## src/rtl/transceiver_pkg.sv

```systemverilog
// Shared definitions for the transceiver serializer/deserializer pair.
package transceiver_pkg;

    localparam int DEF_DATA_WIDTH = 8;

    // Bit-order encoding, shared with the PISO serializer.
    localparam bit ORDER_MSB_FIRST = 1'b0;
    localparam bit ORDER_LSB_FIRST = 1'b1;

    function automatic int cnt_width(input int w);
        return (w <= 2) ? 1 : $clog2(w);
    endfunction

    typedef enum logic {
        OUT_EMPTY = 1'b0,
        OUT_FULL  = 1'b1
    } out_state_e;

endpackage

```

## src/rtl/deserializer_sipo_shift_reg.sv

```systemverilog
// Bit-level front end of the SIPO deserializer: shift register, bit counter
// and word-completion strobe with the finished word formed combinationally.
module sipo_shift_reg
    import transceiver_pkg::*;
#(
    parameter int DATA_WIDTH = DEF_DATA_WIDTH,
    parameter bit LSB_FIRST  = ORDER_LSB_FIRST
) (
    input  logic                  clk_i,
    input  logic                  rst_ni,
    input  logic                  shift_i,
    input  logic                  srl_i,
    input  logic                  sync_i,
    output logic [DATA_WIDTH-1:0] word_o,
    output logic                  word_done_o,
    output logic                  busy_o
);

    localparam int            CW   = cnt_width(DATA_WIDTH);
    localparam logic [CW-1:0] LAST = CW'(DATA_WIDTH - 1);

    logic [DATA_WIDTH-1:0] sr_q, sr_d;
    logic [DATA_WIDTH-1:0] shifted, restart;
    logic [CW-1:0]         cnt_q, cnt_d;

    always_comb begin
        shifted = LSB_FIRST ? {srl_i, sr_q[DATA_WIDTH-1:1]} : {sr_q[DATA_WIDTH-2:0], srl_i};
        // A frame_sync bit lands in a cleared register, so no stale bits survive.
        restart = LSB_FIRST ? {srl_i, {(DATA_WIDTH-1){1'b0}}} : {{(DATA_WIDTH-1){1'b0}}, srl_i};
        sr_d    = sr_q;
        cnt_d   = cnt_q;
        if (sync_i) begin
            sr_d  = shift_i ? restart : '0;
            cnt_d = shift_i ? CW'(1) : '0;
        end else if (shift_i) begin
            sr_d  = shifted;
            cnt_d = (cnt_q == LAST) ? '0 : cnt_q + CW'(1);
        end
    end

    always_ff @(posedge clk_i or negedge rst_ni) begin
        if (!rst_ni) begin
            sr_q  <= '0;
            cnt_q <= '0;
        end else begin
            sr_q  <= sr_d;
            cnt_q <= cnt_d;
        end
    end

    assign word_o      = shifted;
    assign word_done_o = shift_i & ~sync_i & (cnt_q == LAST);
    assign busy_o      = (cnt_q != '0);

endmodule

```

## src/rtl/deserializer_sipo.sv

```systemverilog
// SIPO deserializer top: word assembly plus a valid/ready output register
// with sticky overrun when a completed word cannot be delivered.
module deserializer_sipo
    import transceiver_pkg::*;
#(
    parameter int DATA_WIDTH = DEF_DATA_WIDTH,
    parameter bit LSB_FIRST  = ORDER_LSB_FIRST
) (
    input  logic                  clk,
    input  logic                  rst,
    input  logic                  srl_in,
    input  logic                  shift,
    input  logic                  frame_sync,
    output logic [DATA_WIDTH-1:0] data_out,
    output logic                  data_valid,
    input  logic                  data_ready,
    output logic                  busy,
    output logic                  overrun,
    input  logic                  ovr_clr
);

    logic [DATA_WIDTH-1:0] word;
    logic                  word_done;
    logic [DATA_WIDTH-1:0] data_q;
    logic                  ovr_q;
    out_state_e            state_q;

    sipo_shift_reg #(
        .DATA_WIDTH (DATA_WIDTH),
        .LSB_FIRST  (LSB_FIRST)
    ) u_shift (
        .clk_i       (clk),
        .rst_ni      (rst),
        .shift_i     (shift),
        .srl_i       (srl_in),
        .sync_i      (frame_sync),
        .word_o      (word),
        .word_done_o (word_done),
        .busy_o      (busy)
    );

    always_ff @(posedge clk or negedge rst) begin
        if (!rst) begin
            state_q <= OUT_EMPTY;
            data_q  <= '0;
            ovr_q   <= 1'b0;
        end else begin
            case (state_q)
                OUT_EMPTY: begin
                    if (word_done) begin
                        data_q  <= word;
                        state_q <= OUT_FULL;
                    end
                end
                OUT_FULL: begin
                    // A handshake in the completion cycle frees the slot for the new word.
                    if (word_done) begin
                        if (data_ready) data_q <= word;
                    end else if (data_ready) begin
                        state_q <= OUT_EMPTY;
                    end
                end
                default: state_q <= OUT_EMPTY;
            endcase

            if (state_q == OUT_FULL && word_done && !data_ready) ovr_q <= 1'b1;
            else if (ovr_clr)                                    ovr_q <= 1'b0;
        end
    end

    assign data_out   = data_q;
    assign data_valid = (state_q == OUT_FULL);
    assign overrun    = ovr_q;

endmodule

```

## config.mk

```make
export PLATFORM = sky130hd
export DESIGN_NAME = deserializer_sipo
export DESIGN_NICKNAME = d
export VERILOG_FILES = /design/src/rtl/transceiver_pkg.sv /design/src/rtl/deserializer_sipo_shift_reg.sv /design/src/rtl/deserializer_sipo.sv
export SDC_FILE = /design/constraint.sdc
export NUM_CORES = 1
export LEC_CHECK = 0
export ABC_CLOCK_PERIOD_IN_PS = 3260
export CAP_MARGIN = 10
export CORE_ASPECT_RATIO = 0.6
export CORE_MARGIN = 1
export CORE_UTILIZATION = 30
export DETAILED_ROUTE_END_ITERATION = 10
export PLACE_DENSITY = 0.52
export SYNTH_ARGS = -nofsm -noshare
export SYNTH_HDL_FRONTEND = slang
export SYNTH_SLANG_ARGS = --single-unit
```

## constraint.sdc

```tcl
create_clock -name clk -period 3.26 [get_ports clk]
set_input_delay 0.652 -clock clk [delete_from_list [all_inputs] [get_ports clk]]
set_output_delay 0.652 -clock clk [all_outputs]
set_load 0.02 [all_outputs]
```

* Yosys cells after proc, flatten, opt, wreduce, memory -nomap -nowiden
Cells that the tools add are included.
W data, S select, Z words.
** Cells by class
- Bitwise gates (word level) :: 4
- Reduce and logical (&&, ||, !) cells :: 7
- Equality and inequality tests :: 4
- Add/subtract/negate cells :: 1
- Mux-type cells :: 17
** Operators with widths (number)
- $mux W8 :: 6
- $pmux W8 S2 :: 1
- $mux W3 :: 3
- $mux W1 :: 6
- $ne A2 B2 Y1 const B :: 3
- $reduce_bool A2 Y1 :: 2
- $add A3 B1 Y3 const B :: 1
- $eq A3 B3 Y1 const B :: 1
- $reduce_and A3 Y1 :: 1
- $reduce_bool A3 Y1 :: 1
- $and A1 B1 Y1 :: 2
- $logic_and A1 B1 Y1 :: 2
- $not A1 Y1 :: 2
- $pmux W1 S2 :: 1
- $logic_not A1 Y1 :: 1
** Word-level totals
- Input bits :: 7
- Register bits :: 21
- Output and inout bits :: 11

* Longest topological paths before layout
Gate-level depths: netlist of run 1.
- Depth after elaboration :: 6
- Mapped depth :: 6
- Depth with buffers taken out :: 5

* Modules after synthesis
Synthesis of run 1 repeated with hierarchy kept, for this count alone.
** Unflattened totals
- Cell total of the unflattened synthesis :: 67
- Area total of the unflattened synthesis :: 892.1 um^2
** By module, submodules not included
- sipo_shift_reg :: instances 1, area each 479.2 um^2, seq. area each 250.2 um^2, cells an instance 43
- deserializer_sipo :: instances 1, area each 412.9 um^2, seq. area each 250.2 um^2, cells an instance 24

* Least setup slack after synthesis of run 1
OpenSTA, ideal clock, no wires.
- Path kind :: in2reg
- From :: input port frame_sync
- To :: register data_q[0] (netlist: data_out[0])
- Path slack :: 1727 ps
- Arrival :: 1408 ps
- Setup time :: 125 ps
- Stages :: 4
- Required time :: 3135 ps
- Cell sequence :: nand3b_1 nor2b_2 buf_6 mux2_4
** On the way
- Word-level cells in the longest chain between the ends :: 5
** Ends and longest elaborated chain
- from (decl) :: RTL line deserializer_sipo.sv:13 : input logic frame_sync,
- $not A1 Y1 (*) :: RTL line deserializer_sipo_shift_reg.sv:52 : assign word_done_o = shift_i & ~sync_i & (cnt_q == LAST);
- $and A1 B1 Y1 (*) (2 in a row) :: RTL line deserializer_sipo_shift_reg.sv:52
- $ne A2 B2 Y1 (no line)
- $reduce_and A3 Y1 (no line) (*)
- to (signal assigned) :: RTL line deserializer_sipo.sv:51 : data_q <= word;
- to (signal assigned) :: RTL line deserializer_sipo.sv:58 : if (data_ready) data_q <= word;
- to (decl) :: RTL line deserializer_sipo.sv:24 : logic [DATA_WIDTH-1:0] data_q;
Mark *: on every way between the ends. The rest lies on a longest branch, timed or not.
A chain may end at the register's enable or synchronous reset.

* Worst setup path in the final report of run 1
- From :: input port frame_sync
- To :: register data_q[2] (netlist: data_out[2])
Same word-level chain as after synthesis.

==> results.ini, run 1 <==
[logic_synthesis]
synth_nets=75
yosysSeqAreaShare_pct=57.6
syn-mean-instance-area_sq_um=13.4
synth-edff-count=0
synth_top_cell_by_area=dfrtp_1
async_reset_ff_share_pct=100
yosysWarnings=0
yosysUniqueCellTypes=16
ys_ff_latch=20
synth_top_cell_area_share_pct=57.6
syn_inst=65
yosys-top-cells-area=dfrtp_1 58%, mux2_4 14%, mux2i_1 9.2%
synth-main-ff-cell=dfrtp_1
syn_area_sq_um=870

[clock_tree]
clkSlewWorstSetupHoldPaths_ns=0.07
cts_setup_buffers=0
cts_buffers=3
htreeDepth=1
cts-root-buf=clkbuf_8
cts_resized=0
cts_tree=built
ctsHoldBuffers=0
clkSinkCount=20
clk_latency_ns=0.25
ctsLongestPathBuffers=2

[route]
vias_per_cell=4.53
postRouteAntennaNets=0
vias=521
routed_wl_um=1500
drt-initial-drc-count=18
firstDrtPassIters=4
routedWlPerCell_um=13.0
drc_errors=0

[global_route]
track_usage_pct=11.5
grt_overflow=0
antenna_found_initial=0
grt.busiest_layer=met1
grtUsageMet1_pct=17.6
grtUsageMet2_pct=14.5
grt_max_degree=21
grt_pass1_vias=518
grt_pass1_wl_um=2640
grt_use_met3_pct=5.81

[worst_hold_path]
hp-class=register to register
min_from=data_out[3]
whs_path_depth=1
min_to=data_out[3]

[sta]
fin_crit_ns=2.26
rsz0062_at_grt=false
fmax_ghz=0.442
slew_headroom_pct=39.7
finalHoldViolations=0
tightest_slew_ns=0.901
slew_viol_final=0
finClkSkew_ns=0.00400
fin_ws_ns=0.996
fin_setup_tns_ns=0
whs_ns=0.514
final.period_utilization_pct=69.4
finalSetupViolCount=0

[final_layout]
area_growth_pct=27.5
fill_cells=257
finalNetCount=95
num_antenna_cells=0
final_common_cell=dfrtp_1
layout_common_cells=20 x dfrtp_1, 17 x clkdlybuf4s50_1, 9 x nor2_1
drive_gt1_share_pct=15.7
utilization_pct=42.2

[worst_setup_path]
crit_chain=clkdlybuf4s50_1 -> nand3b_1 -> nor2b_2 -> mux2_4
start_kind=input pin
path_buf_inv=1
critPathRequiredTime_ns=3.40
path_class=input pin to register
rrSetupSlack_ns=1.47
cp.arrival_ns=2.40
crit_path_end_kind=register
r2r_start=u_shift.cnt_q[0]
crit_path_max_incr_delay_ns=0.60
cp_top_family=simple AND/OR/NAND/NOR gates
crit_path_start=frame_sync
slowest_stage=clkdlybuf4s50_1
reg2reg_to=data_out[2]
cp_max_fo=12
reg2reg_depth=5

[pwr]
peakVddDrop_mv=0.252
pwr-share-clk_pct=34.4
seqPwrFrac_pct=56.3
p_leak_nw=0.533
p_sw_mw=0.102
swShare_pct=22.3
p_comb_share_pct=9.3
p_int_mw=0.357
power.density_mw_per_mm2=415

[die]
core_area_sq_mm=0.00263
die_width_um=71.5
die_area_sq_mm=0.00313
pin_count=18
rows=14
dieHeight_um=43.7
start_util_pct=33.1

[placement]
gp_congestion=0.720
portBuffers=17
dp_slack_ns=0.706
dp_hpwl_um=1050

[status]
status=complete, no violations

[run]
maxCapViolCount=0

## worst max-delay path by stage
stage                     cells after the start     endpoint  slack, ns
after global routing                          4  data_out[1]       0.87
after detailed placement                      4  data_out[1]       0.71
after CTS                                     4  data_out[2]       0.97
after global placement                        4  data_out[0]       0.72
final                                         4  data_out[2]        1.0
after floorplan                               4  data_out[0]       1.73
## worst reg2reg max path: cells and delay by family (launching register included)
kind / cells / cell delay, ns
simple gates: 2 / 0.62
mux: 1 / 0.35
fa+ha+maj: 2 / 0.32
flops: 1 / 0.39
## logic make-up (layout without fill, tap and decap cells)
logic type | after synthesis | after routing | share of synthesized area (%)
simple gates | 16 | 16 | 8.78
compound gates | 4 | 4 | 2.73
flops | 20 | 20 | 57.6
fa+ha+maj | 3 | 3 | 4.32
buf+inv | 6 | 24 | 3.60
mux | 16 | 16 | 23.0
## area by class of cell
class / instances / area, sq um / share of cell area [%]
inverters: 3 / 11.3 / 1.02
well taps: 32 / 40.0 / 3.61
flip-flops and latches: 20 / 500 / 45.1
multi-input cells: 39 / 338 / 30.5
repair buffers: 18 / 178 / 16.0
clock buffers: 3 / 41.3 / 3.72
## routing by layer
metal | part of all wire (%) | wire (um)
met5 | 0 | 0
met4 | 0 | 0
met3 | 6.8 | 101
met2 | 37 | 552
met1 | 56 | 841
## registers in the layout, summed over array words and instances (netlist names)
name / cells
data_out: 8
u_shift.sr_q: 7
data_valid: 1
overrun: 1
u_shift.cnt_q: 3
## synth_stat cells (2+ instances only)
library cell	count
mux2_4	8
inv_1	3
ha_1	3
o21ai_0	2
mux2i_1	8
nor2_1	9
nand2_1	2
dfrtp_1	20
nand2b_1	3
## power by group through the flow
| stage | logic, mW | clock network, mW | registers [mW] |
|---|---|---|---|
| after floorplan | 0.0207 | 0 | 0.263 |
| after global placement | 0.0427 | 0 | 0.264 |
| after detailed placement | 0.0440 | 0 | 0.263 |
| after CTS | 0.0442 | 0.162 | 0.259 |
| after global routing | 0.0483 | 0.175 | 0.260 |
| final | 0.0428 | 0.158 | 0.259 |
## per-stage QoR
stage	area, sq um	total power [mW]	instances
after floorplan	870	0.284	65
after global routing	1110	0.483	115
after global placement	1070	0.306	112
final	1110	0.460	115
after CTS	1110	0.464	115
after detailed placement	1070	0.307	112
Power figures use the tool's default switching activity.
==> run 2: changes to the inputs <==
--- a/config.mk
+++ b/config.mk
@@ -5,7 +5,7 @@
 export SDC_FILE = /design/constraint.sdc
 export NUM_CORES = 1
 export LEC_CHECK = 0
-export ABC_CLOCK_PERIOD_IN_PS = 3260
+export ABC_CLOCK_PERIOD_IN_PS = 2300
 export CAP_MARGIN = 10
 export CORE_ASPECT_RATIO = 0.6
 export CORE_MARGIN = 1
==> constraint.sdc (replaced) <==
create_clock -name clk -period 2.3 [get_ports clk]
set_input_delay 0.46 -clock clk [delete_from_list [all_inputs] [get_ports clk]]
set_output_delay 0.46 -clock clk [all_outputs]
set_load 0.02 [all_outputs]
==> run 2 against run 1 <==
Effect of this change:
- combinational power rose by 50%
- sequential power rose by 41%
- sequential share of layout area fell by 1.4 points
- clock power rose by 70%
- design area rose by 3.3%
- global-route usage rose by 0.22 points
- die area did not move
- setup slack got worse by 0.69 ns
- count of clock-buffer cells in the layout rose by 1
- register-to-register slack got worse by 0.79 ns
- non-clock buffer count rose by 3
==> results.ini, run 2 (synthesis results as in run 1) <==
[global_route]
track_usage_pct=11.7
grt_pass1_wl_um=2640
grt_max_degree=21
antenna_found_initial=0
grt_overflow=0
grt_pass1_vias=543

[final_layout]
area_growth_pct=31.7
layout_common_cells=20 x dfrtp_1, 17 x clkdlybuf4s50_1, 9 x nor2_1
largest_reg_flops=8
drive_gt1_share_pct=19.5
final_common_cell=dfrtp_1
finalNetCount=98
utilization_pct=43.6
final_cell_count_no_fill=119
num_antenna_cells=0

[worst_setup_path]
crit_path_max_incr_delay_ns=0.59
crit_path_end_kind=output pin
path_buf_inv=2
critPathRequiredTime_ns=1.84
cp.arrival_ns=1.53
cp_max_fo=3
crit_chain=inv_1 -> ha_1 -> nand2b_1 -> clkdlybuf4s50_1
cp_top_family=buffers and inverters
start_kind=register
slowest_stage=clkdlybuf4s50_1
path_class=register to output pin

[sta]
slew_headroom_pct=82.8
finClkSkew_ns=0.00270
final.period_utilization_pct=86.7
finalSetupViolCount=0
rsz0062_at_grt=false
fmax_ghz=0.501
finalHoldViolations=0
slew_viol_final=0
fin_setup_tns_ns=0
tightest_slew_ns=0.258
fin_crit_ns=1.99

[placement]
gp_congestion=0.700
dp_hpwl_um=1080
portBuffers=17
place_inst=115

[clock_tree]
ctsHoldBuffers=0
cts_resized=0
clkSinkCount=20
htreeDepth=1
clkSlewWorstSetupHoldPaths_ns=0.07
cts_tree=built
ctsLongestPathBuffers=2
cts-root-buf=clkbuf_8
cts_buffers=3
clk_latency_ns=0.26
cts_setup_buffers=0

[die]
core_area_sq_mm=0.00263
die_area_sq_mm=0.00313
dieHeight_um=43.7
rows=14
start_util_pct=33.1
pin_count=18
die_width_um=71.5

[route]
routed_wl_um=1560
vias_per_cell=4.49
drc_errors=0
vias=534
postRouteAntennaNets=0
firstDrtPassIters=2
routedWlPerCell_um=13.1
drt-initial-drc-count=12

[run]
maxCapViolCount=0

[pwr]
peakVddDrop_mv=0.346
design_power_total_mw=0.698
power.density_mw_per_mm2=610
p_leak_nw=0.555

[status]
status=complete, no violations

[worst_hold_path]
hp-class=register to register

==> run 2: cell count changes in the layout (fill, tap and decap cells not counted), sizes merged <==
cell | before | now
clkbuf | 3 | 4
buf | 1 | 4
==> run 2: worst paths after layout <==
path / depth (start not counted) / from / slack (ns) / to
min: 1 / u_shift.sr_q[1] / 0.51 / data_out[0]
max in group asynchronous: 2 / rst / 1.55 / data_out[1]
min in group asynchronous: 2 / rst / 0.54 / data_out[6]
min reg2reg: 1 / u_shift.sr_q[1] / 0.51 / data_out[0]
max: 4 / u_shift.cnt_q[0] / 0.31 / busy
max reg2reg: 6 / u_shift.cnt_q[1] / 0.68 / data_out[1]
==> run 2: report_power, final <==
part	switching (mW)	internal (mW)
combinational	0.0314	0.0326
clock	0.116	0.152
sequential	0.00666	0.360
total	0.154	0.545
==> run 2: stage by stage <==
stage	hold slack (ns)	worst slack [ns]	instance area, sq um
floorplan	0.164	0.830	870
global placement	0.500	0.427	1090
detailed placement	0.499	0.407	1090
CTS	0.513	0.288	1140
global route	0.527	0.226	1140
finish	0.511	0.305	1140
==> run 2: layout make-up <==
class / instances / area (sq um)
fillers: 253 / 1480
flip-flops and latches: 20 / 500
multi-input cells: 39 / 338
repair buffers: 21 / 200
clock buffers: 4 / 55.1
well taps: 32 / 40.0
inverters: 3 / 11.3
==> run 2: worst reg2reg max path: stages, from the launching register on <==
cell and delay, ns:
dfrtp_1 0.38, ha_1 0.17, ha_1 0.17, nand3b_1 0.15
nor2b_2 0.13, buf_4 0.20, mux2_4 0.32
==> run 2: per-layer routing <==
| metal | up-vias | GRT usage, % | share of wire (%) |
|---|---|---|---|
| li1 | 260 | - | - |
| met1 | 255 | 16.5 | 54 |
| met2 | 19 | 16.2 | 39 |
| met3 | 0 | 5.81 | 6.4 |
| met4 | 0 | 2.35 | 0 |
| met5 | - | 0 | 0 |
==> run 3: changes to the inputs <==
--- a/config.mk
+++ b/config.mk
@@ -7,9 +7,9 @@
 export LEC_CHECK = 0
 export ABC_CLOCK_PERIOD_IN_PS = 2300
 export CAP_MARGIN = 10
-export CORE_ASPECT_RATIO = 0.6
 export CORE_MARGIN = 1
 export CORE_UTILIZATION = 30
+export CTS_CLUSTER_SIZE = 8
 export DETAILED_ROUTE_END_ITERATION = 10
 export PLACE_DENSITY = 0.52
 export SYNTH_ARGS = -nofsm -noshare
==> run 3 against run 2 <==
Effect of this change:
- count of clock-buffer cells in the layout down 1
- sequential share of layout area up 0.14 points
- design area down 0.33%
- clock power up 8.6%
- critical path depth unchanged
- non-clock buffer count unchanged
- cell count down 0.84%
- critical path type unchanged
==> results.ini, run 3 (synthesis results as in run 1) <==
[worst_setup_path]
slowest_stage=clkdlybuf4s50_1
r2r_start=u_shift.cnt_q[0]
crit_path_max_incr_delay_ns=0.59
crit_path_end_kind=output pin
cp_top_family=buffers and inverters
cp.arrival_ns=1.62
reg2reg_depth=6
path_buf_inv=2
critPathRequiredTime_ns=1.84
reg2reg_to=data_out[3]
crit_chain=inv_1 -> ha_1 -> nand2b_1 -> clkdlybuf4s50_1
rrSetupSlack_ns=0.67
cp_max_fo=3
start_kind=register
path_class=register to output pin

[route]
postRouteAntennaNets=0
drc_errors=0
firstDrtPassIters=2
vias_per_cell=4.63
routed_wl_um=1540
drt-initial-drc-count=8
routedWlPerCell_um=13.0
vias=546

[pwr]
design_power_total_mw=0.720
p_leak_nw=0.554
peakVddDrop_mv=0.483
power.density_mw_per_mm2=631

[sta]
fmax_ghz=0.480
fin_ws_ns=0.217
slew_viol_final=0
fin_crit_ns=2.08
slew_headroom_pct=82.8
tightest_slew_ns=0.259
final.period_utilization_pct=90.5
rsz0062_at_grt=false
fin_setup_tns_ns=0
finalSetupViolCount=0
finalHoldViolations=0
finClkSkew_ns=0.0102

[die]
start_util_pct=31.5
die_area_sq_mm=0.00312
core_area_sq_mm=0.00276
die_width_um=55.8
dieHeight_um=55.8
pin_count=18
rows=19

[final_layout]
ff_latch_area_sq_um=500
num_antenna_cells=0
finalNetCount=98
largest_reg_flops=8
layout_common_cells=20 x dfrtp_1, 17 x clkdlybuf4s50_1, 9 x nor2_1
final_cell_count_no_fill=118
area_growth_pct=31.2
multi_input_area_sq_um=338
final_common_cell=dfrtp_1
drive_gt1_share_pct=19.5
fill_cells=273

[clock_tree]
cts_resized=0
clk_latency_ns=0.31
ctsLongestPathBuffers=2
cts_setup_buffers=0
clkSinkCount=20
cts_buffers=3
clkSlewWorstSetupHoldPaths_ns=0.12
cts_tree=built
htreeDepth=1
cts-root-buf=clkbuf_4
ctsHoldBuffers=0

[placement]
place_inst=114
portBuffers=17
gp_congestion=0.728
dp_slack_ns=0.444
dp_hpwl_um=1050

[status]
status=complete, no violations

[global_route]
antenna_found_initial=0
grt_pass1_vias=524
grt_pass1_wl_um=2590
grt_overflow=0
grt_max_degree=21
track_usage_pct=11.0

[worst_hold_path]
hp-class=input pin to async pin

[run]
maxCapViolCount=0

## run 3: cell types whose count changed in the layout (fill, tap and decap cells not counted), sizes merged
cell / delta
bufinv: +1
clkbuf: -1
## run 3: layout make-up
type / instances / area share [%]
tap: 31 / 3.40
sequential: 20 / 43.9
inverter: 3 / 0.987
timing repair buffer: 21 / 17.5
clock inverter: 1 / 2.63
clock buffer: 3 / 1.97
multi-input combinational: 39 / 29.6
## run 3: metrics by stage
stage	util [%]	cell area, sq um	hold slack (ns)
after floorplan	-	870	0.164
after global placement	39.5	1090	0.494
after detailed placement	39.5	1090	0.492
after CTS	41.4	1140	0.469
after global routing	41.4	1140	0.475
final	41.4	1140	0.464
## run 3: layer usage
layer	wire length (um)	up-vias	track usage, %
li1	-	261	-
met1	759	266	14.1
met2	636	17	15.5
met3	121	2	6.28
met4	19	0	4.18
met5	0	-	0
## run 3: worst reg2reg max path, stage by stage, from the launching register on
cell and delay [ns]:
dfrtp_1 0.40, ha_1 0.16, ha_1 0.19, nand3b_1 0.15
nor2b_2 0.12, buf_4 0.20, mux2_4 0.31
## run 3: how the worst max path moves through the flow
stage,from,end,slack (ns),cells past startpoint
2_1_floorplan,u_shift.cnt_q[0],data_out[0],0.83,6
3_3_place_gp,frame_sync,data_out[4],0.45,5
3_5_place_dp,frame_sync,data_out[7],0.44,5
4_1_cts,u_shift.cnt_q[0],busy,0.20,4
5_1_grt,u_shift.cnt_q[0],busy,0.13,4
6_report,u_shift.cnt_q[0],busy,0.22,4
## run 3: power by group
part           internal (mW)  switching, mW
Sequential             0.360        0.00653
Combinational         0.0322         0.0309
Clock                  0.176          0.115
